$ cat config.mk
export PLATFORM = sky130hd
export DESIGN_NAME = goodness_phase_ctrl
export DESIGN_NICKNAME = d
export VERILOG_FILES = /design/src/rtl/goodness_phase_ctrl.sv
export SDC_FILE = /design/constraint.sdc
export NUM_CORES = 1
export LEC_CHECK = 0
export CAP_MARGIN = 20
export CORE_ASPECT_RATIO = 1.2
export CORE_MARGIN = 2
export CORE_UTILIZATION = 23
export CTS_BUF_LIST = sky130_fd_sc_hd__clkbuf_16
export CTS_CLUSTER_SIZE = 16
export DETAILED_ROUTE_END_ITERATION = 8
export PLACE_DENSITY = 0.5
export SETUP_SLACK_MARGIN = 0.2
export SYNTH_ARGS = -nofsm -noshare
export SYNTH_HDL_FRONTEND = slang
export SYNTH_SLANG_ARGS = --single-unit
$ cat constraint.sdc
create_clock -name clk -period 6.1 [get_ports clk]
set_input_delay 1.83 -clock clk [delete_from_list [all_inputs] [get_ports clk]]
set_output_delay 1.83 -clock clk [all_outputs]
set_load 0.02 [all_outputs]
$ cat src/rtl/goodness_phase_ctrl.sv
// goodness_phase_ctrl
// Per-sample sequencer for the forward-forward goodness path.
//
// Sequence for one sample:
//   1. Clear the goodness EMA in every core.
//   2. Run the programmed number of timesteps. For each timestep, launch all
//      cores together, wait for each core to report done, then wait a few
//      cycles so the EMA update has landed.
//   3. Scan the per-core goodness against the threshold. Issue one
//      potentiate or depress request for each core that needs it, using a
//      valid/ready handshake.
//   4. Pulse done.
//
// Ports:
//   clk, rst_n          clock, asynchronous active-low reset
//   start               one-cycle sample start (ignored while busy)
//   label_pos           1 = positive sample, 0 = negative (latched at start)
//   num_timesteps       timesteps per sample, 0 treated as 1 (latched at start)
//   threshold           goodness threshold (latched at start)
//   core_ts_done        per-core one-cycle "timestep finished" pulses
//   avg_mem_bus         per-core goodness, core c at [c*GOODNESS_WIDTH +: GOODNESS_WIDTH]
//   core_ts_start       one-cycle timestep launch to all cores
//   core_clear_goodness one-cycle EMA clear to all cores
//   upd_valid/ready     update request handshake
//   upd_core_idx        core targeted by the request
//   upd_sign            1 = potentiate, 0 = depress
//   upd_margin          signed goodness minus threshold
//   busy                high whenever the sequencer is not idle
//   done                one-cycle pulse when the sample is complete
module goodness_phase_ctrl #(
  parameter int CORE_NUM       = 4,
  parameter int GOODNESS_WIDTH = 20,
  parameter int TS_WIDTH       = 8,
  parameter int SETTLE_CYC     = 2,
  localparam int IDX_W         = (CORE_NUM > 1) ? $clog2(CORE_NUM) : 1
) (
  input  logic                               clk,
  input  logic                               rst_n,
  input  logic                               start,
  input  logic                               label_pos,
  input  logic [TS_WIDTH-1:0]                num_timesteps,
  input  logic [GOODNESS_WIDTH-1:0]          threshold,
  input  logic [CORE_NUM-1:0]                core_ts_done,
  input  logic [CORE_NUM*GOODNESS_WIDTH-1:0] avg_mem_bus,
  output logic [CORE_NUM-1:0]                core_ts_start,
  output logic [CORE_NUM-1:0]                core_clear_goodness,
  output logic                               upd_valid,
  input  logic                               upd_ready,
  output logic [IDX_W-1:0]                   upd_core_idx,
  output logic                               upd_sign,
  output logic [GOODNESS_WIDTH:0]            upd_margin,
  output logic                               busy,
  output logic                               done
);

  localparam int SETTLE_W = (SETTLE_CYC > 1) ? $clog2(SETTLE_CYC) : 1;
  localparam logic [SETTLE_W-1:0] SETTLE_LAST = SETTLE_W'((SETTLE_CYC > 0) ? SETTLE_CYC - 1 : 0);
  localparam logic [IDX_W-1:0]    IDX_LAST    = IDX_W'(CORE_NUM - 1);

  typedef enum logic [2:0] {
    S_IDLE,
    S_CLEAR,
    S_STEP,
    S_WAIT,
    S_SETTLE,
    S_EVAL,
    S_DONE
  } state_t;

  state_t                    state_reg;
  logic                      label_reg;
  logic [TS_WIDTH-1:0]       num_ts_reg;
  logic [GOODNESS_WIDTH-1:0] thr_reg;
  logic [TS_WIDTH-1:0]       ts_cnt_reg;
  logic [SETTLE_W-1:0]       settle_cnt_reg;
  logic [CORE_NUM-1:0]       done_mask_reg;
  logic [IDX_W-1:0]          idx_reg;

  // Unpack the goodness bus into one entry per core.
  logic [GOODNESS_WIDTH-1:0] goodness [CORE_NUM];

  generate
    for (genvar gi = 0; gi < CORE_NUM; gi++) begin : g_slice
      assign goodness[gi] = avg_mem_bus[gi*GOODNESS_WIDTH +: GOODNESS_WIDTH];
    end
  endgenerate

  logic [CORE_NUM-1:0]       mask_next;
  logic [TS_WIDTH-1:0]       ts_last;
  logic [IDX_W-1:0]          load_idx;
  logic [GOODNESS_WIDTH-1:0] load_g;
  logic                      load_active;
  logic [GOODNESS_WIDTH:0]   load_margin;

  // load_* describes the core that is entered on the next edge.
  // That is core 0 when leaving SETTLE, otherwise idx+1.
  // Goodness is sampled only at that edge. It is not re-read while the
  // request waits for ready.
  always_comb begin
    mask_next   = done_mask_reg | core_ts_done;
    ts_last     = (num_ts_reg == '0) ? '0 : num_ts_reg - TS_WIDTH'(1);
    load_idx    = '0;
    if (state_reg == S_EVAL && idx_reg != IDX_LAST) begin
      load_idx = idx_reg + IDX_W'(1);
    end
    load_g      = goodness[load_idx];
    load_active = label_reg ? (load_g < thr_reg) : (load_g >= thr_reg);
    // Both operands are zero-extended, so the signed result cannot overflow.
    load_margin = {1'b0, load_g} - {1'b0, thr_reg};
  end

  always_ff @(posedge clk or negedge rst_n) begin
    if (!rst_n) begin
      state_reg           <= S_IDLE;
      label_reg           <= 1'b0;
      num_ts_reg          <= '0;
      thr_reg             <= '0;
      ts_cnt_reg          <= '0;
      settle_cnt_reg      <= '0;
      done_mask_reg       <= '0;
      idx_reg             <= '0;
      core_ts_start       <= '0;
      core_clear_goodness <= '0;
      upd_valid           <= 1'b0;
      upd_core_idx        <= '0;
      upd_sign            <= 1'b0;
      upd_margin          <= '0;
      busy                <= 1'b0;
      done                <= 1'b0;
    end else begin
      // Pulse outputs default low. Each one is raised only on the
      // transition into the state that owns it.
      core_clear_goodness <= '0;
      core_ts_start       <= '0;
      done                <= 1'b0;

      case (state_reg)
        S_IDLE: begin
          if (start) begin
            label_reg           <= label_pos;
            num_ts_reg          <= num_timesteps;
            thr_reg             <= threshold;
            ts_cnt_reg          <= '0;
            core_clear_goodness <= '1;
            busy                <= 1'b1;
            state_reg           <= S_CLEAR;
          end
        end

        S_CLEAR: begin
          core_ts_start <= '1;
          state_reg     <= S_STEP;
        end

        // Done pulses that arrive during the launch cycle are dropped here.
        S_STEP: begin
          done_mask_reg <= '0;
          state_reg     <= S_WAIT;
        end

        S_WAIT: begin
          done_mask_reg <= mask_next;
          if (&mask_next) begin
            settle_cnt_reg <= '0;
            state_reg      <= S_SETTLE;
          end
        end

        S_SETTLE: begin
          if (settle_cnt_reg == SETTLE_LAST) begin
            if (ts_cnt_reg == ts_last) begin
              idx_reg   <= '0;
              upd_valid <= load_active;
              if (load_active) begin
                upd_core_idx <= load_idx;
                upd_sign     <= label_reg;
                upd_margin   <= load_margin;
              end
              state_reg <= S_EVAL;
            end else begin
              ts_cnt_reg    <= ts_cnt_reg + TS_WIDTH'(1);
              core_ts_start <= '1;
              state_reg     <= S_STEP;
            end
          end else begin
            settle_cnt_reg <= settle_cnt_reg + SETTLE_W'(1);
          end
        end

        // A pending request holds until the handshake.
        // Once upd_valid is low (either no request, or the cycle after an
        // accepted one), the next core is entered.
        S_EVAL: begin
          if (upd_valid) begin
            if (upd_ready) begin
              upd_valid <= 1'b0;
            end
          end else if (idx_reg == IDX_LAST) begin
            done      <= 1'b1;
            state_reg <= S_DONE;
          end else begin
            idx_reg   <= load_idx;
            upd_valid <= load_active;
            if (load_active) begin
              upd_core_idx <= load_idx;
              upd_sign     <= label_reg;
              upd_margin   <= load_margin;
            end
          end
        end

        S_DONE: begin
          busy      <= 1'b0;
          state_reg <= S_IDLE;
        end

        default: begin
          state_reg <= S_IDLE;
        end
      endcase
    end
  end

endmodule

-- Word level (Yosys, flattened, before mapping)
Cells that the tools add are included.
- mux-type cells: 60
- $lt $le $gt $ge: 3
- bitwise logic cells: 2
- reduce and logical (&&, ||, !) cells: 16
- eq/ne operators: 17
- add/subtract/negate cells: 5
- operators by type and width (operator ; count):
    $mux 21 ; 5
    $pmux 21 s2 ; 1
    $bmux 20 s2 ; 1
    $mux 20 ; 2
    $mux 8 ; 4
    $sub 20x20->21 ; 1
    $ge 20x20->1 ; 1
    $lt 20x20->1 ; 1
    $mux 2 ; 10
    $mux 3 ; 6
    $pmux 3 s6 ; 1
    $mux 1 ; 17
    $mux 4 ; 4
    $ne 2x2->1 const B ; 8
    $pmux 4 s2 ; 2
    $pmux 8 s2 ; 1
    $reduce_and 5->1 ; 2
    $reduce_bool 2->1 ; 5
    $eq 3x3->1 const B ; 3
    $add 8x1->8 const B ; 1
    $eq 8x8->1 ; 1
    $logic_not 8->1 ; 1
    $pmux 1 s2 ; 4
    $pmux 2 s2 ; 2
    15 further kinds ; 19
- word-level logic and storage cells: 119
- input port bits: 117
- flip-flop bits (word level): 82

-- Logic depth before layout (Yosys ltp)
Gate-level depths: netlist (run 1).
- depth after elaboration: 13
- mapped depth: 20
- depth with buffers taken out: 18

-- Worst setup path before layout (run 1)
OpenSTA, ideal clock, no wires.
- path type: input -> register
- from: input port avg_mem_bus[26]
- to: register upd_margin[10]
- data arrival time: 4996 ps
- slack: 979 ps
- path buffers: 1
- cell stages on the path: 14
- data required time: 5975 ps
- cell sequence: nor2b_1 -> a211oi_1 -> a31oi_1 -> ha_1 -> a211oi_1 -> o21bai_1 -> a21o_1 -> a221oi_2 -> o31ai_1 -> a221o_1 -> or4_1 -> nand4_4 -> buf_6 -> mux2_4
- word-level cells in the longest chain between the ends: 9
- ends and longest elaborated chain (element ; RTL line ; source):
    from (decl) ; 44 ; input logic [CORE_NUM*GOODNESS_WIDTH-1:0] avg_mem_bus,
    $bmux 20 s2 (*) ; 106 ; load_g = goodness[load_idx];
    $mux 20 (not written as such) (*) (2 in series) ; 106 ;
    $ge 20x20->1 / $lt 20x20->1 (equally long branches) ; 107 ; load_active = label_reg ? (load_g < thr_reg) : (load_g >= thr_reg);
    $mux 1 ; 107 ;
    $mux 21 (*) ; 174, 204 ;
    $mux 21, on equally long branches ; 198, 171 ;
    $mux 21, on equally long branches ; 194, 170 ;
    $pmux 21 s2 (*) ; 137 ; case (state_reg)
    to (signal assigned) ; 177 ; upd_margin <= load_margin;
    to (signal assigned) ; 207 ; upd_margin <= load_margin;
    to (decl) ; 51 ; output logic [GOODNESS_WIDTH:0] upd_margin,
Every way passes the cells marked *; elsewhere a longest branch is shown, timed or not. The select of a mux whose other input is x is not followed.
A chain may end at the register's enable or synchronous reset.

-- Final worst setup path (run 1)
- from: input port avg_mem_bus[21]
- to: register upd_margin[19]
Same word-level chain as after synthesis.

==> results of run 1 <==
-- power breakdown --
group          internal (W)  switching [W]
clock network      0.000315       0.000224
logic              0.000844       0.000877
registers          0.000711       0.000178
-- layout make-up --
class / count / area (um2) / share of cell area [%]
timing repair buffer: 163 / 1644 / 22.66
sequential: 76 / 1902 / 26.21
clock buffer: 9 / 225.2 / 3.103
clock inverter: 7 / 66.31 / 0.9138
tap: 279 / 349.1 / 4.810
inverter: 32 / 120.1 / 1.655
multi-input combinational: 422 / 2950 / 40.66
-- kinds of logic (layout without fill, tap and decap cells) --
group | Yosys count | after routing | share of synthesized area [%]
AND/OR/NAND/NOR | 185 | 185 | 17.59
XOR/XNOR | 28 | 28 | 5.029
buffers and inverters | 70 | 211 | 5.879
flip-flops | 76 | 76 | 36.93
AO/OA/AOI/OAI | 147 | 147 | 19.02
multiplexers | 38 | 38 | 9.572
adder cells (fa/ha/maj) | 24 | 24 | 5.977
-- stage by stage --
stage	worst slack (ns)	utilization [%]
global placement	0.2439	31.22
finish	0.5797	32.66
global route	0.3490	32.66
floorplan	0.9794	-
CTS	0.5927	32.53
detailed placement	0.2150	31.22
-- worst max-delay path: cells and delay by family --
| family | cells | cell delay [ns] |
|---|---|---|
| simple gates | 5 | 1.18 |
| fa+ha+maj | 1 | 0.33 |
| mux | 1 | 0.30 |
| buf+inv | 2 | 0.66 |
| compound gates | 6 | 1.43 |
-- final timing paths --
kind | slack (ns) | depth (start not counted) | to | startpoint
max | 0.58 | 15 | upd_margin[19] | avg_mem_bus[21]
min | 0.49 | 2 | done_mask_reg[2] | done_mask_reg[2]
max reg2reg | 0.83 | 16 | upd_margin[19] | state_reg[1]
min reg2reg | 0.49 | 2 | done_mask_reg[2] | done_mask_reg[2]
max in group asynchronous | 4.13 | 2 | num_ts_reg[1] | rst_n
min in group asynchronous | 1.38 | 1 | thr_reg[15] | rst_n
-- cells in the final DEF, fill, tap and decap left out, types with 7 or more instances in the layout --
| cell | n |
|---|---|
| clkdlybuf4s50_1 | 150 |
| nand2_1 | 82 |
| dfrtp_1 | 76 |
| o21ai_0 | 41 |
| inv_1 | 32 |
| nor2_1 | 29 |
| nor2b_1 | 24 |
| ha_1 | 23 |
| a211oi_1 | 21 |
| a31oi_1 | 21 |
| a21oi_1 | 19 |
| mux2_2 | 18 |
| mux2_4 | 18 |
| xnor2_1 | 15 |
| xor2_1 | 12 |
| a21o_1 | 11 |
| buf_4 | 10 |
| clkbuf_16 | 9 |
| nand3_1 | 7 |
| nor3_1 | 7 |
-- per-layer routing --
layer	part of all wire [%]	GRT usage, %	up-vias
met1	46	17.19	2090
met5	0	0	-
met2	47	20.76	128
met3	5.6	2.218	12
li1	-	-	2284
met4	1.6	4.826	0
==> flow_summary.json, run 1 <==
{
  "remaining_drc_errors": 0,
  "syn_nets": 709,
  "port_buffers": 151,
  "maxSlewHeadroom_pct": 37.43,
  "instances_no_fill": 988,
  "num_io_pins": 152,
  "dp_cells": 971,
  "dr.pass1.iters": 4,
  "synthArstFlopShare_pct": 100.0,
  "fp.dieH_um": 167.9,
  "cp_max_fo": 10,
  "syn_area_um2": 5150,
  "final_nets": 845,
  "cts_made_buffers": 9,
  "fin_tns_setup_ns": 0,
  "setup_viol": 0,
  "antenna_cells": 0,
  "route.antenna.remaining_nets": 0,
  "cts_setup_buffers": 0,
  "status": "finished clean",
  "grt_max_degree": 77,
  "viasPerCell": 4.569,
  "gp_congestion": 0.8446,
  "avgSynthCellArea_um2": 9.067,
  "overflow": 0,
  "worst_setup_path_end_kind": "register",
  "cp-start-kind": "primary input",
  "largest_reg_flops": 21,
  "worst_pin_slew_ns": 0.9334,
  "powerDensity_nw_per_um2": 433.8,
  "crit_type": "primary input to register",
  "die_w_um": 140.6,
  "critPathSlowestCell": "or4_1",
  "cts-resized-gates": 0,
  "min_path_type": "register to register",
  "cpMostUsedCell": "nor2b_1",
  "dpl_cell_area_um2": 6938,
  "htree_levels": 3,
  "routedWlPerCell_um": 14.97,
  "areaGrowthSynthToFinish_pct": 40.91,
  "final_max_slew_viol_count": 0,
  "core_area_um2": 22220,
  "cts_hold_buf": 0,
  "ir_drop_v": 0.0001096,
  "synth_cells": 568,
  "arrival_ns": 5.75,
  "clock_path_buffers": 2,
  "slowest_delay_ns": 0.53,
  "crit_chain": "clkdlybuf4s50_1 > nor2b_1 > a211oi_1 > a31oi_1 > ha_1 > nor2b_1 > nor3_1 > o21ai_0 > a221oi_2 > o31ai_1 > a221o_1 > or4_1 > nand4_4 > buf_4 > mux2_4",
  "clockRootBuffer": "clkbuf_16",
  "num_vias": 4514,
  "synthMostInstantiatedCell": "nand2_1",
  "grt_pass1_wl_um": 23980,
  "synthTopCellsByCount": "nand2_1, dfrtp_1, o21ai_0, inv_1, nor2_1",
  "initialDrtViolationCount": 205,
  "clock_sinks": 76,
  "p_leak_nw": 3.092,
  "fillers": 2360,
  "finalHoldViolations": 0,
  "dieArea_um2": 23610,
  "start_util_pct": 23.18,
  "synth_warnings": 0,
  "yosysTopAreaCell": "dfrtp_1",
  "synth-seq-area-share_pct": 36.93,
  "fin_crit_ns": 5.520,
  "insertion_delay_ns": 0.35,
  "holdWs_ns": 0.4947,
  "placementRows": 60,
  "hpwl_um": 11450,
  "synthFlopType": "dfrtp_1",
  "fin_crit_sh_pct": 90.50,
  "synth_edf_count": 0,
  "cp.required_ns": 6.33,
  "grt_setup_unrepaired": "no",
  "skew_ns": 0.004793,
  "track_usage_pct": 12.84,
  "synth_top_cell_area_share_pct": 36.93,
  "drive_above_1_share_pct": 10.01,
  "final_area_um2": 7257,
  "synth.distinct_cells": 60,
  "clk_pin_slew_ns": 0.06,
  "max_cap_viol_count": 0,
  "ys_ff_latch": 76,
  "finalWirelength_um": 14790,
  "max_freq_mhz": 181.2,
  "totalPowerFinal_w": 0.003148,
  "cts_tree": "done",
  "antenna_found_initial": 0,
  "grt_pass1_vias": 4495,
  "synth_top_cells_by_area": "dfrtp_1, nand2_1, ha_1"
}
Note: power is estimated with default switching activity, not from simulation.
==> inputs of run 2 (changes only) <==
--- a/config.mk
+++ b/config.mk
@@ -7,11 +7,11 @@
 export LEC_CHECK = 0
 export CAP_MARGIN = 20
 export CORE_ASPECT_RATIO = 1.2
-export CORE_MARGIN = 2
 export CORE_UTILIZATION = 23
 export CTS_BUF_LIST = sky130_fd_sc_hd__clkbuf_16
 export CTS_CLUSTER_SIZE = 16
 export DETAILED_ROUTE_END_ITERATION = 8
+export GPL_TIMING_DRIVEN = 1
 export PLACE_DENSITY = 0.5
 export SETUP_SLACK_MARGIN = 0.2
 export SYNTH_ARGS = -nofsm -noshare
==> flow_summary.json, run 2 (synthesis gave the netlist of run 1 again) <==
{
  "finalWirelength_um": 14560,
  "antenna_cells": 0,
  "start_util_pct": 23.57,
  "totalPowerFinal_w": 0.003171,
  "clockRootBuffer": "clkbuf_16",
  "largest_reg_flops": 21,
  "fp.dieH_um": 165.9,
  "placementRows": 59,
  "cts_setup_buffers": 0,
  "fin_crit_sh_pct": 90.18,
  "setup_viol": 0,
  "port_buffers": 151,
  "r2r_end": "upd_margin[17]",
  "power_switching_w": 0.001268,
  "maxSlewHeadroom_pct": 32.48,
  "seq_power_share_pct": 28.0,
  "clk_pin_slew_ns": 0.06,
  "finalHoldViolations": 0,
  "crit_type": "primary input to register",
  "max_cap_viol_count": 0,
  "clock_sinks": 76,
  "grt_pass1_wl_um": 23160,
  "grt_max_degree": 77,
  "fillers": 2321,
  "power_frac_comb_pct": 53.7,
  "layout_common_cells": "clkdlybuf4s50_1, nand2_1, dfrtp_1",
  "worst_setup_path_end_kind": "register",
  "core_area_um2": 21850,
  "grt_pass1_vias": 4386,
  "p_clk_share_pct": 18.2,
  "r2r_cells": 17,
  "worst_pin_slew_ns": 1.007,
  "route.antenna.remaining_nets": 0,
  "final_nets": 845,
  "die_w_um": 138.6,
  "cts-resized-gates": 0,
  "cp_max_fo": 13,
  "seqCellArea_um2": 1902,
  "ir_drop_v": 0.0001181,
  "overflow": 0,
  "cp-startpoint": "avg_mem_bus[21]",
  "max_freq_mhz": 181.8,
  "status": "finished, violations left",
  "dieArea_um2": 23000,
  "hpwl_um": 11170,
  "final_max_slew_viol_count": 0,
  "track_usage_pct": 12.87,
  "areaGrowthSynthToFinish_pct": 40.77,
  "remaining_drc_errors": 5,
  "powerDensity_nw_per_um2": 437.4,
  "cts_tree": "done",
  "routedWlPerCell_um": 14.83,
  "antenna_found_initial": 0,
  "cp.required_ns": 6.32,
  "htree_levels": 3,
  "p_leak_nw": 3.103,
  "num_vias": 4440,
  "cts_made_buffers": 9,
  "dr.pass1.iters": 6,
  "grt_setup_unrepaired": "no",
  "viasPerCell": 4.521,
  "cts_hold_buf": 0,
  "multi_input_area_um2": 2950,
  "gp_congestion": 0.8221,
  "arrival_ns": 5.72,
  "mostFrequentLayoutCell": "clkdlybuf4s50_1",
  "r2r-start": "state_reg[1]",
  "min_path_type": "register to register",
  "cp-start-kind": "primary input",
  "initialDrtViolationCount": 146,
  "insertion_delay_ns": 0.34,
  "internal-power_w": 0.001903,
  "fin_crit_ns": 5.501,
  "skew_ns": 0.007496,
  "violations": "design-rule violations",
  "switching_share_pct": 39.99,
  "cp-endpoint": "upd_margin[17]",
  "clock_path_buffers": 2,
  "drive_above_1_share_pct": 10.03,
  "r2r_slack_ns": 0.81,
  "num_io_pins": 152,
  "fin_tns_setup_ns": 0
}
-- run 2: cell count changes in the layout (fill, tap and decap cells not counted) --
cell / delta
buf_12: -2
buf_4: +2
bufinv_16: +1
clkinv_1: -2
clkinv_2: -1
clkinv_4: +2
clkinvlp_4: -2
inv_1: +1
-- run 2: per-layer routing --
metal / routed length [um] / track usage (%) / share of wire [%] / vias up
met5: 0 / 0 / 0 / -
met4: 355 / 6.302 / 2.4 / 0
met3: 665 / 1.903 / 4.6 / 20
met2: 6548 / 20.37 / 45 / 126
met1: 6991 / 17.10 / 48 / 2010
li1: - / - / - / 2284
-- run 2: critical path, stage by stage --
cell	delay [ns]
clkdlybuf4s50_1	0.44
nor2b_1	0.12
a211oi_1	0.05
a31oi_1	0.37
ha_1	0.32
nor2b_1	0.14
nor3_1	0.13
o21ai_0	0.14
a221oi_2	0.35
o31ai_1	0.19
a221o_1	0.38
or4_1	0.54
nand4_4	0.12
buf_4	0.27
mux2_4	0.32
-- run 2: layout make-up --
class / instances / area share, %
multi-input cells: 422 / 40.70
flip-flops and latches: 76 / 26.23
repair buffers: 163 / 22.33
well taps: 274 / 4.729
clock buffers: 9 / 3.107
inverters: 32 / 1.657
clock inverters: 6 / 1.243
-- run 2: worst min-delay path by stage --
| stage | from | endpoint | slack [ns] | cells past startpoint |
|---|---|---|---|---|
| 4_1_cts | done_mask_reg[0] | done_mask_reg[0] | 0.50 | 2 |
| 2_1_floorplan | done_mask_reg[0] | done_mask_reg[0] | 0.46 | 2 |
| 6_report | done_mask_reg[0] | done_mask_reg[0] | 0.50 | 2 |
| 3_3_place_gp | done_mask_reg[3] | done_mask_reg[3] | 0.48 | 2 |
| 5_1_grt | done_mask_reg[0] | done_mask_reg[0] | 0.53 | 2 |
| 3_5_place_dp | done_mask_reg[0] | done_mask_reg[0] | 0.49 | 2 |
-- run 2: per-stage QoR --
stage          hold slack, ns  instances  setup WS (ns)  util (%)  area [um2]
2_1_floorplan          0.4633        568         0.9794         -        5150
3_3_place_gp           0.4787        966         0.3188     31.61        6907
3_5_place_dp           0.4895        966         0.2333     31.61        6907
4_1_cts                0.5023        981         0.6027     33.05        7222
5_1_grt                0.5320        982         0.3191     33.18        7249
6_report               0.4970        982         0.5992     33.18        7249
-- run 2: power groups by stage --
stage               clock network [W]  logic [W]  registers (W)
global route                 0.000614    0.00189       0.000924
finish                       0.000578    0.00170       0.000888
detailed placement                  0    0.00172       0.000900
CTS                          0.000596    0.00173       0.000894
global placement                    0    0.00171       0.000895
floorplan                           0    0.00114       0.000913
==> inputs of run 3 (changes only) <==
==> constraint.sdc (replaced) <==
create_clock -name clk -period 6.9 [get_ports clk]
set_input_delay 1.035 -clock clk [delete_from_list [all_inputs] [get_ports clk]]
set_output_delay 1.035 -clock clk [all_outputs]
set_load 0.02 [all_outputs]
==> flow_summary.json, run 3 (synthesis gave the netlist of run 1 again) <==
{
  "r2r_end": "upd_core_idx[0]",
  "cp-start-kind": "register",
  "layout_common_cells": "clkdlybuf4s50_1, nand2_1, dfrtp_1",
  "holdWs_ns": 0.4931,
  "p_leak_nw": 3.053,
  "hold_path_end": "done_mask_reg[3]",
  "areaGrowthSynthToFinish_pct": 39.12,
  "dieArea_um2": 23000,
  "antenna_found_initial": 0,
  "status": "finished, violations left",
  "max_freq_mhz": 183.2,
  "cts_made_buffers": 9,
  "final_util_pct": 32.79,
  "cp_max_fo": 24,
  "fp.dieH_um": 165.9,
  "arrival_ns": 5.69,
  "cts-resized-gates": 0,
  "htree_levels": 3,
  "clock_sinks": 76,
  "seqCellArea_um2": 1902,
  "worst_pin_slew_ns": 0.7889,
  "cp.required_ns": 7.13,
  "instances_no_fill": 975,
  "port_buffers": 151,
  "r2r_cells": 15,
  "grt_setup_unrepaired": "no",
  "worst_setup_path_end_kind": "register",
  "powerDensity_nw_per_um2": 383.5,
  "dp_cells": 959,
  "fin_tns_setup_ns": 0,
  "clockRootBuffer": "clkbuf_16",
  "dr.pass1.iters": 8,
  "fillers": 2322,
  "gp_congestion": 0.8071,
  "setup_viol": 0,
  "crit_type": "register to register",
  "maxSlewHeadroom_pct": 47.40,
  "ir_drop_v": 0.0001175,
  "start_util_pct": 23.57,
  "mostFrequentLayoutCell": "clkdlybuf4s50_1",
  "cts_tree": "done",
  "min_path_cells": 2,
  "grt_max_degree": 77,
  "fin_crit_ns": 5.459,
  "final_nets": 838,
  "drive_above_1_share_pct": 9.272,
  "r2r-start": "state_reg[0]",
  "routedWlPerCell_um": 14.90,
  "finalWirelength_um": 14530,
  "cts_setup_buffers": 0,
  "remaining_drc_errors": 5,
  "multi_input_area_um2": 2950,
  "num_io_pins": 152,
  "violations": "design-rule violations",
  "fin_crit_sh_pct": 79.12,
  "r2r_slack_ns": 1.44,
  "hpwl_um": 11260,
  "holdCritStartpoint": "done_mask_reg[3]",
  "num_vias": 4445,
  "initialDrtViolationCount": 182,
  "skew_ns": 0.01071,
  "totalPowerFinal_w": 0.002747,
  "placementRows": 59,
  "max_cap_viol_count": 0,
  "largest_reg_flops": 21,
  "cts_hold_buf": 0,
  "die_w_um": 138.6,
  "clk_pin_slew_ns": 0.06,
  "clock_path_buffers": 2,
  "min_path_type": "register to register",
  "route.antenna.remaining_nets": 0,
  "core_area_um2": 21850,
  "finalHoldViolations": 0,
  "insertion_delay_ns": 0.35,
  "overflow": 0,
  "antenna_cells": 0,
  "viasPerCell": 4.559,
  "grt_pass1_vias": 4366,
  "track_usage_pct": 12.87,
  "final_max_slew_viol_count": 0,
  "grt_pass1_wl_um": 23070
}
==> run 3: power by group <==
part / switching (W) / internal, W
combinational: 0.000770 / 0.000724
sequential: 0.000149 / 0.000629
clock: 0.000196 / 0.000279
total: 0.00112 / 0.00163
==> run 3: critical path, cell delays in order (launching register included) <==
cell      delay [ns]
dfrtp_1         0.53
nand3b_1        0.34
nor2_1          0.21
and2_1          0.66
nand2_1         0.13
a31oi_1         0.24
ha_1            0.32
a211oi_1        0.26
o21bai_1        0.10
a21o_1          0.20
a221oi_2        0.40
o31ai_1         0.20
a221o_1         0.38
or4_1           0.53
nand4_4         0.44
mux2_2          0.39
==> run 3: cell type report <==
class	count	share of cell area [%]
clock buffers	9	3.144
clock inverters	6	0.9081
inverters	32	1.677
multi-input cells	422	41.18
flip-flops and latches	76	26.55
well taps	274	4.785
repair buffers	156	21.76
==> run 3: layer usage <==
| metal | track usage, % | routed length (um) |
|---|---|---|
| met5 | 0 | 0 |
| met1 | 16.37 | 6672 |
| met3 | 2.595 | 859 |
| met2 | 21.30 | 6728 |
| met4 | 5.129 | 266 |
==> run 3: per-stage QoR <==
stage	area, um2	worst slack [ns]
4_1_cts	7144	1.398
3_5_place_dp	6854	1.422
3_3_place_gp	6854	1.536
2_1_floorplan	5150	2.212
6_report	7164	1.441
5_1_grt	7164	1.098
==> run 3: how the worst max path moves through the flow <==
stage	startpoint	end	slack, ns	depth (start not counted)
2_1_floorplan	state_reg[0]	upd_margin[10]	2.21	18
3_3_place_gp	idx_reg[0]	upd_margin[3]	1.54	15
3_5_place_dp	idx_reg[0]	upd_core_idx[0]	1.42	15
4_1_cts	idx_reg[0]	upd_core_idx[0]	1.40	15
5_1_grt	state_reg[0]	upd_core_idx[0]	1.10	15
6_report	state_reg[0]	upd_core_idx[0]	1.44	15
